==> config.mk <==
export PLATFORM = sky130hd
export DESIGN_NAME = multicycle_sequencer
export DESIGN_NICKNAME = d
export VERILOG_FILES = /design/src/rtl/multicycle_sequencer.sv
export SDC_FILE = /design/constraint.sdc
export NUM_CORES = 1
export LEC_CHECK = 0
export ABC_AREA = 1
export BUFFER_PORTS_ARGS = -buffer_cell sky130_fd_sc_hd__buf_2
export CAP_MARGIN = 20
export CORE_MARGIN = 3
export CORE_UTILIZATION = 57
export CTS_BUF_LIST = sky130_fd_sc_hd__clkbuf_4 sky130_fd_sc_hd__clkbuf_8
export CTS_CLUSTER_SIZE = 8
export DETAILED_ROUTE_END_ITERATION = 7
export GPL_TIMING_DRIVEN = 0
export PLACE_DENSITY = 0.88
export SLEW_MARGIN = 15
export SYNTH_ARGS = -nofsm -noshare
export SYNTH_HDL_FRONTEND = slang
export SYNTH_SLANG_ARGS = --single-unit
==> constraint.sdc <==
create_clock -name clk -period 6.8 [get_ports clk]
set_input_delay 0 -clock clk [delete_from_list [all_inputs] [get_ports clk]]
set_output_delay 0 -clock clk [all_outputs]
set_load 0.02 [all_outputs]
==> src/rtl/multicycle_sequencer.sv <==
// Control sequencer for the multicycle RISC core: owns PC/NPC/IR/SP and runs the
// FETCH/DECODE/EXECUTE/MEMORY/WRITEBACK/HALT state machine with memory handshakes.
module multicycle_sequencer #(
    parameter int WIDTH   = 32,
    parameter int PC_SIZE = 8,
    parameter int SP_INIT = 255,
    parameter int CNT_W   = 16
) (
    input  logic               clk,
    input  logic               rst,
    output logic               imem_req,
    output logic [PC_SIZE-1:0] imem_addr,
    input  logic               imem_ready,
    input  logic [WIDTH-1:0]   imem_rdata,
    output logic               dmem_req,
    output logic               dmem_we,
    output logic [PC_SIZE-1:0] dmem_sp_addr,
    input  logic               dmem_ready,
    input  logic [WIDTH-1:0]   dmem_rdata,
    input  logic               cond_true,
    input  logic [PC_SIZE-1:0] target,
    output logic [2:0]         state,
    output logic [WIDTH-1:0]   ir,
    output logic [PC_SIZE-1:0] pc,
    output logic [PC_SIZE-1:0] npc,
    output logic [PC_SIZE-1:0] sp,
    output logic               alu_en,
    output logic               rf_we,
    output logic               halted,
    output logic [CNT_W-1:0]   retired
);

    typedef enum logic [2:0] {
        S_FETCH     = 3'd0,
        S_DECODE    = 3'd1,
        S_EXECUTE   = 3'd2,
        S_MEMORY    = 3'd3,
        S_WRITEBACK = 3'd4,
        S_HALT      = 3'd5
    } state_t;

    localparam logic [PC_SIZE-1:0] SP_RST = PC_SIZE'(SP_INIT);
    localparam logic [PC_SIZE-1:0] PC_ONE = {{(PC_SIZE-1){1'b0}}, 1'b1};
    localparam logic [CNT_W-1:0]   CNT_MAX = {CNT_W{1'b1}};
    localparam logic [CNT_W-1:0]   CNT_ONE = {{(CNT_W-1){1'b0}}, 1'b1};

    function automatic logic [CNT_W-1:0] sat_inc(input logic [CNT_W-1:0] v);
        if (v == CNT_MAX) begin
            return v;
        end else begin
            return v + CNT_ONE;
        end
    endfunction

    // Store, push (funct2=00) and call (funct2=10) write to data memory.
    function automatic logic is_write(input logic [WIDTH-1:0] i);
        if (i[31:29] == 3'b010) begin
            return i[0];
        end else if (i[31:29] == 3'b100) begin
            return ~i[27];
        end else begin
            return 1'b0;
        end
    endfunction

    state_t               state_r, state_nx_s;
    logic [PC_SIZE-1:0]   pc_r, pc_nx_s, npc_r, npc_nx_s, sp_r, sp_nx_s;
    logic [WIDTH-1:0]     ir_r, ir_nx_s;
    logic [CNT_W-1:0]     retired_r;
    logic                 retire_s;
    logic                 imem_req_r, dmem_req_r, dmem_we_r, alu_en_r, rf_we_r, halted_r;
    logic [PC_SIZE-1:0]   dmem_sp_addr_r;
    logic                 fetch_ok_s, mem_ok_s;
    logic [2:0]           opcode_s;
    logic [1:0]           funct2_s;
    logic [PC_SIZE+15:0]  sp_ext_s;
    logic [PC_SIZE-1:0]   sp_off_s;
    logic                 unused_s;

    assign opcode_s   = ir_r[31:29];
    assign funct2_s   = ir_r[28:27];
    assign fetch_ok_s = imem_req_r & imem_ready;
    assign mem_ok_s   = dmem_req_r & dmem_ready;
    assign sp_ext_s   = {{PC_SIZE{ir_r[20]}}, ir_r[20:5]};
    assign sp_off_s   = sp_ext_s[PC_SIZE-1:0];
    assign unused_s   = ^{dmem_rdata[WIDTH-1:PC_SIZE], sp_ext_s[PC_SIZE+15:PC_SIZE]};

    // Next-state and architectural-register update logic.
    always_comb begin
        state_nx_s = state_r;
        pc_nx_s    = pc_r;
        npc_nx_s   = npc_r;
        ir_nx_s    = ir_r;
        sp_nx_s    = sp_r;
        retire_s   = 1'b0;
        case (state_r)
            S_FETCH: begin
                if (fetch_ok_s) begin
                    ir_nx_s    = imem_rdata;
                    npc_nx_s   = pc_r + PC_ONE;
                    state_nx_s = S_DECODE;
                end else begin
                    state_nx_s = S_FETCH;
                end
            end
            S_DECODE: state_nx_s = S_EXECUTE;
            S_EXECUTE: begin
                case (opcode_s)
                    3'b000, 3'b001, 3'b101: state_nx_s = S_WRITEBACK;
                    3'b111: begin
                        sp_nx_s    = sp_r + sp_off_s;
                        state_nx_s = S_WRITEBACK;
                    end
                    3'b010, 3'b100: state_nx_s = S_MEMORY;
                    3'b011: begin
                        if ((funct2_s == 2'b00) || cond_true) begin
                            pc_nx_s = target;
                        end else begin
                            pc_nx_s = npc_r;
                        end
                        retire_s   = 1'b1;
                        state_nx_s = S_FETCH;
                    end
                    3'b110: begin
                        pc_nx_s  = npc_r;
                        retire_s = 1'b1;
                        if (ir_r[28]) begin
                            state_nx_s = S_HALT;
                        end else begin
                            state_nx_s = S_FETCH;
                        end
                    end
                    default: state_nx_s = S_FETCH;
                endcase
            end
            S_MEMORY: begin
                if (!mem_ok_s) begin
                    state_nx_s = S_MEMORY;
                end else if (opcode_s == 3'b100) begin
                    case (funct2_s)
                        2'b00: begin
                            sp_nx_s    = sp_r - PC_ONE;
                            pc_nx_s    = npc_r;
                            retire_s   = 1'b1;
                            state_nx_s = S_FETCH;
                        end
                        2'b01: begin
                            sp_nx_s    = sp_r + PC_ONE;
                            state_nx_s = S_WRITEBACK;
                        end
                        2'b10: begin
                            sp_nx_s    = sp_r - PC_ONE;
                            pc_nx_s    = target;
                            retire_s   = 1'b1;
                            state_nx_s = S_FETCH;
                        end
                        default: begin
                            sp_nx_s    = sp_r + PC_ONE;
                            pc_nx_s    = dmem_rdata[PC_SIZE-1:0];
                            retire_s   = 1'b1;
                            state_nx_s = S_FETCH;
                        end
                    endcase
                end else if (ir_r[0]) begin
                    pc_nx_s    = npc_r;
                    retire_s   = 1'b1;
                    state_nx_s = S_FETCH;
                end else begin
                    state_nx_s = S_WRITEBACK;
                end
            end
            S_WRITEBACK: begin
                pc_nx_s    = npc_r;
                retire_s   = 1'b1;
                state_nx_s = S_FETCH;
            end
            S_HALT:  state_nx_s = S_HALT;
            default: state_nx_s = S_FETCH;
        endcase
    end

    // State, architectural registers and next-state-decoded output registers.
    always_ff @(posedge clk or negedge rst) begin
        if (!rst) begin
            state_r        <= S_FETCH;
            pc_r           <= {PC_SIZE{1'b0}};
            npc_r          <= {PC_SIZE{1'b0}};
            ir_r           <= {WIDTH{1'b0}};
            sp_r           <= SP_RST;
            retired_r      <= {CNT_W{1'b0}};
            imem_req_r     <= 1'b0;
            dmem_req_r     <= 1'b0;
            dmem_we_r      <= 1'b0;
            dmem_sp_addr_r <= SP_RST;
            alu_en_r       <= 1'b0;
            rf_we_r        <= 1'b0;
            halted_r       <= 1'b0;
        end else begin
            state_r        <= state_nx_s;
            pc_r           <= pc_nx_s;
            npc_r          <= npc_nx_s;
            ir_r           <= ir_nx_s;
            sp_r           <= sp_nx_s;
            retired_r      <= retire_s ? sat_inc(retired_r) : retired_r;
            imem_req_r     <= (state_nx_s == S_FETCH);
            dmem_req_r     <= (state_nx_s == S_MEMORY);
            dmem_we_r      <= (state_nx_s == S_MEMORY) && is_write(ir_nx_s);
            // Pop/ret (funct2[0]=1) read the slot above SP; push/call write at SP.
            dmem_sp_addr_r <= ir_nx_s[27] ? (sp_nx_s + PC_ONE) : sp_nx_s;
            alu_en_r       <= (state_nx_s == S_EXECUTE);
            rf_we_r        <= (state_nx_s == S_WRITEBACK);
            halted_r       <= (state_nx_s == S_HALT);
        end
    end

    assign imem_req     = imem_req_r;
    assign imem_addr    = pc_r;
    assign dmem_req     = dmem_req_r;
    assign dmem_we      = dmem_we_r;
    assign dmem_sp_addr = dmem_sp_addr_r;
    assign state        = state_r;
    assign ir           = ir_r;
    assign pc           = pc_r;
    assign npc          = npc_r;
    assign sp           = sp_r;
    assign alu_en       = alu_en_r;
    assign rf_we        = rf_we_r;
    assign halted       = halted_r;
    assign retired      = retired_r;

endmodule
# Yosys cells after proc, flatten, opt, wreduce, memory -nomap -nowiden
# Cells that the tools add are included.
classes:
  addsub: 6
  n_eq_ne: 25
  mux: 31
  bitwise_logic: 4
  n_reduce_logical: 14
ops:
  columns: ["cell", "n"]
  rows:
  - ["two-way mux 8 bit", 9]
  - ["two-way mux 32 bit", 2]
  - ["one-hot mux 8 bit (3 select lines)", 2]
  - ["one-hot mux 8 bit (2 select lines)", 2]
  - ["equality test 3 bit (second input constant)", 9]
  - ["adder 8 x 1 -> 8 bit (second input constant)", 3]
  - ["equality test 3 x 2 -> 1 bit (second input constant)", 7]
  - ["adder 16 x 1 -> 16 bit (second input constant)", 1]
  - ["equality test 16 bit (second input constant)", 1]
  - ["two-way mux 3 bit", 5]
  - ["one-hot mux 3 bit (5 select lines)", 1]
  - ["one-hot mux 3 bit (4 select lines)", 1]
  - ["zero test 3 bit", 3]
  - ["adder 8 bit", 1]
  - ["two-way mux 1 bit", 8]
  - ["subtractor 8 x 1 -> 8 bit (second input constant)", 1]
  - ["equality test 3 x 1 -> 1 bit (second input constant)", 2]
  - ["inequality test 3 bit (second input constant)", 2]
  - ["OR reduction 2 bit", 3]
  - ["AND reduction 5 bit", 1]
  - ["AND reduction 2 bit", 2]
  - ["OR reduction 4 bit", 1]
  - ["inequality test 3 x 2 -> 1 bit (second input constant)", 1]
  - ["one-hot mux 1 bit (3 select lines)", 1]
  - ["9 further kinds", 11]
totals:
  ff_bits: 89

# Depth between registers and ports, before layout
depth:
  depth_word: 8
  mapped_depth: 16

# Least setup slack after synthesis
# No wires, ideal clock.
synth_path:
  path_kind: "register -> register"
  from: "reg ir_r[27] (netlist: ir[27])"
  to: "reg dmem_sp_addr_r[7] (netlist: dmem_sp_addr[7])"
  setup_time_ns: 0.077
  arrival_time_ns: 2.253
  t_required_ns: 6.723
  slack_ns: 4.470
  stages_incl_launch_ff: 16
  path_buffers: 1
  period_less_slack_ns: 2.330
  path_cell_list: "dfrtp_1 inv_1 clkbuf_1 ha_1 a21oi_1 nand2_1 nand2_1 nand2_1 nand2_1 nand2_1 nand2_1 nand3_2 nor2_4 nand3_1 nand2_1 nand2_1"
synth_between:
  elab_chain_cells: 8
synth_rtl:
  columns: ["element", "line_no", "rtl"]
  rows:
  - ["start: declaration", "68", "logic [WIDTH-1:0] ir_r, ir_nx_s;"]
  - ["start signal: assignment", "188", "ir_r <= {WIDTH{1'b0}};"]
  - ["start signal: assignment", "202", "ir_r <= ir_nx_s;"]
  - ["equality test 2 bit / zero test 2 bit (equally long branches)", "140", "case (funct2_s)"]
  - ["OR reduction 2 bit (no source line) (*)", null, null]
  - ["two-way mux 8 bit (*)", null, null]
  - ["two-way mux 8 bit (*)", "139", "end else if (opcode_s == 3'b100) begin"]
  - ["two-way mux 8 bit (*)", "137", "if (!mem_ok_s) begin"]
  - ["one-hot mux 8 bit (2 select lines) (*)", "96", "case (state_r)"]
  - ["net sp_nx_s[3]", "67", "logic [PC_SIZE-1:0] pc_r, pc_nx_s, npc_r, npc_nx_s, sp_r, sp_nx_s;"]
  - ["adder 8 x 1 -> 8 bit (*)", "209", "dmem_sp_addr_r <= ir_nx_s[27] ? (sp_nx_s + PC_ONE) : sp_nx_s;"]
  - ["two-way mux 8 bit (*)", "209", null]
  - ["end signal: assignment", "209", null]
  - ["end: declaration", "72", "logic [PC_SIZE-1:0] dmem_sp_addr_r;"]
# Mark *: on every way through the listed nets, which the timed path passes. The rest lies on a longest branch.
# A chain may end at the register's enable or synchronous reset.

# Final worst setup path
# Same ends and word-level chain as after synthesis.

==> impl_metrics.toml <==
[place]
io_buffers = 149
hpwlAfterDp_mm = 11.1
gp_congestion = 0.934

[logic_synthesis]
syn_nets = 792
yosysWarningCount = 0
netlist_instances = 696
synth.top_cell.area_share_pct = 34.4
ys_seq_elements = 89
syn_area_mm2 = 0.00532
synth-edff-count = 0
synth_top_cell_by_area = "dfrtp_1"
yosys-top-cells-area = "dfrtp_1 (34%), nand2_1 (18%), dfstp_2 (7.9%)"
syn_area_per_cell_um2 = 7.64
synth.distinct_cells = 44
ys_top_cells_by_count = "nand2_1 (248), inv_1 (79), dfrtp_1 (73), nand3_1 (39), nor2_1 (33)"
ys_seq_area_share_pct = 42.3
ys_async_sr_fraction_pct = 100
synth_most_common_cell = "nand2_1"
synth_ff_type = "dfrtp_1"

[worst_setup_path]
reg2regPathDepth = 15
critPathMaxFanout = 16
crit_arrival_ns = 3.37
crit_family = "simple AND/OR/NAND/NOR gates"
regToRegEndpoint = "dmem_sp_addr[7]$_DFF_PN1_"
cp_data_required_time_ns = 7.09
critical_path_depth = 15
rrSetupSlack_ns = 3.73
reg2reg_from = "ir[27]$_DFF_PN0_"
cp-start-kind = "flop"
critPathMaxStageDelay_ns = 0.65
endpoint_kind = "flop"
crit_chain = "inv_1, clkbuf_1, ha_1, a21oi_1, nand2_1, nand2_1, nand2_1, nand2_1, nand2_1, nand2_1, nand3_2, nor2_4, nand3_1, nand2_1, nand2_1"
cp_common_cell = "nand2_1"
path_class = "flop to flop"
critPathSlowestCell = "clkbuf_1"
worst-path-buf-inv = 2

[power]
vdd_drop_max_uv = 115
p_switching_mw = 0.235
combPwrFrac_pct = 5.3
pwr-share-clk_pct = 39.9
p_int_mw = 0.731
switching_share_pct = 24.3
power.share.sequential_pct = 54.8
p_per_area_mw_per_mm2 = 143
leakagePower_nw = 3.82

[die]
fp.dieH_um = 103
ioPinCount = 174
dieArea_mm2 = 0.0105
fp.dieW_um = 103
initial_core_util_pct = 59.8
design.core.area_mm2 = 0.00889
rows = 34

[clock_tree]
cts-root-buf = "clkbuf_8"
htree_levels = 3
cts_buffers = 9
clock-sinks = 89
insertion_delay_ns = 0.37
postCtsSetupBuffers = 0
cts_hold_buffers = 33
cts_resized = 0
clock_path_buffers = 2
clk_pin_slew_ns = 0.11
cts_tree = "yes"

[drt]
drc = 0
first_iter_violations = 544
vias_per_cell = 5.55
num_vias = 5563
wl_per_cell_um = 16.1
drtPass1Iterations = 7
ant_nets = 0
wl_mm = 16.2

[sta]
rsz0062_at_grt = "false"
slew_viol_final = 0
setup_violations = 0
slew_headroom_pct = 43.2
fin_tns_setup_ns = 0
min_period_over_period_pct = 45.2
finClkSkew_ns = 0.0143
final-hold-violation-count = 0
whs_ns = 0.0142
max_clock_freq_mhz = 325
worst_pin_slew_ns = 0.852
layout_min_cycle_time_ns = 3.07

[global_route]
grt_pass1_vias = 5440
grt_pass1_wl_mm = 25.8
grt.total_usage_pct = 31.1
grt_overflow = 0
grt_max_degree = 53
antenna_found_initial = 0

[min_path]
worst_hold_path.num_cells = 5
hp-start = "dmem_rdata[1]"
min_to = "imem_addr[1]$_DFFE_PN0P_"
min_path_type = "input port to flop"

[layout]
multi_input_area_mm2 = 0.00259
syn_to_final_growth_pct = 27.1
diodes = 0
nFillCells = 590
final_nets = 986
layout-drive-gt1-share_pct = 26.6
register_area_mm2 = 0.00225

[flow_run]
drv_cap = 0

[run_status]
status = "complete, no violations"
## power by group through the flow
stage          combinational (mW)  sequential (mW)  clock, mW
2_1_floorplan             0.00618            0.540          0
3_3_place_gp               0.0325            0.539          0
3_5_place_dp               0.0359            0.539          0
4_1_cts                    0.0508            0.529      0.385
5_1_grt                    0.0560            0.529      0.404
6_report                   0.0515            0.529      0.385
## layout by cell type (no fill, tap or decap), types with 7 or more instances in the layout
| cell | Yosys | final |
|---|---|---|
| nand2_1 | 248 | 248 |
| buf_2 | 7 | 155 |
| inv_1 | 79 | 79 |
| dfrtp_1 | 73 | 73 |
| nand3_1 | 39 | 39 |
| nor2_1 | 33 | 33 |
| dlygate4sd3_1 | 0 | 33 |
| o21ai_0 | 25 | 25 |
| a21oi_1 | 23 | 23 |
| ha_1 | 17 | 17 |
| dfstp_2 | 16 | 16 |
| nand4_1 | 12 | 12 |
| buf_4 | 9 | 10 |
| xor2_1 | 9 | 9 |
| clkbuf_8 | 0 | 9 |
| xnor2_1 | 8 | 8 |
| nand3b_1 | 8 | 8 |
| o211ai_1 | 8 | 8 |
| o21ai_1 | 7 | 7 |
| nor3_1 | 7 | 7 |
## how the worst max path moves through the flow
stage	slack, ns	end	startpoint
after floorplan	4.47	dmem_sp_addr[7]$_DFF_PN1_	ir[27]$_DFF_PN0_
after global placement	4.11	dmem_sp_addr[7]$_DFF_PN1_	ir[27]$_DFF_PN0_
after detailed placement	3.92	dmem_sp_addr[7]$_DFF_PN1_	ir[27]$_DFF_PN0_
after CTS	3.89	dmem_sp_addr[7]$_DFF_PN1_	ir[27]$_DFF_PN0_
after global routing	3.54	dmem_sp_addr[7]$_DFF_PN1_	ir[27]$_DFF_PN0_
final	3.73	dmem_sp_addr[7]$_DFF_PN1_	ir[27]$_DFF_PN0_
## cells by family after synthesis
family	after synthesis	share of synthesized area [%]
fa+ha+maj	19	4.76
compound gates	76	8.03
xor+xnor	18	3.11
flops	89	42.3
buf+inv	111	8.92
simple gates	383	32.9
## metrics by stage
step	power [mW]	instances	instance area, µm²	utilization, %	setup WS [ns]
6_report	0.966	1003	6760	76.0	3.73
5_1_grt	0.989	1003	6760	76.0	3.54
4_1_cts	0.966	1003	6760	76.0	3.89
3_5_place_dp	0.575	954	6230	70.0	3.92
3_3_place_gp	0.572	953	6200	69.7	4.11
2_1_floorplan	0.546	696	5320	-	4.47
## per-layer routing
| metal | up-vias | global-route usage, % | part of all wire, % |
|---|---|---|---|
| li1 | 2594 | - | - |
| met1 | 2585 | 38.7 | 38 |
| met2 | 318 | 52.0 | 49 |
| met3 | 66 | 6.70 | 9.0 |
| met4 | 0 | 14.3 | 3.9 |
| met5 | - | 0 | 0 |
## final cells by class
type                            count  share of cell area [%]
Multi-Input combinational cell    496                    38.4
Sequential cell                    89                    33.3
Timing Repair Buffer              183                    16.4
Inverter                           87                    4.94
Buffer                             24                    2.07
Tap cell                          108                    2.00
Clock buffer                        9                    1.83
Clock inverter                      7                    1.13
## worst min-delay path, cell delays in order
cell      delay (ns)
buf_2           0.08
nand2_1         0.04
nand2_1         0.06
a211oi_1        0.07
a21oi_1         0.10
## sequential cells by signal (all words and copies together) (netlist names)
| register | cells |
|---|---|
| ir | 32 |
| retired | 16 |
| dmem_sp_addr | 8 |
| imem_addr | 8 |
| npc | 8 |
| sp | 8 |
| state | 3 |
| alu_en | 1 |
| dmem_req | 1 |
| dmem_we | 1 |
| halted | 1 |
| imem_req | 1 |
| rf_we | 1 |
Note: power is estimated with default switching activity, not from simulation.
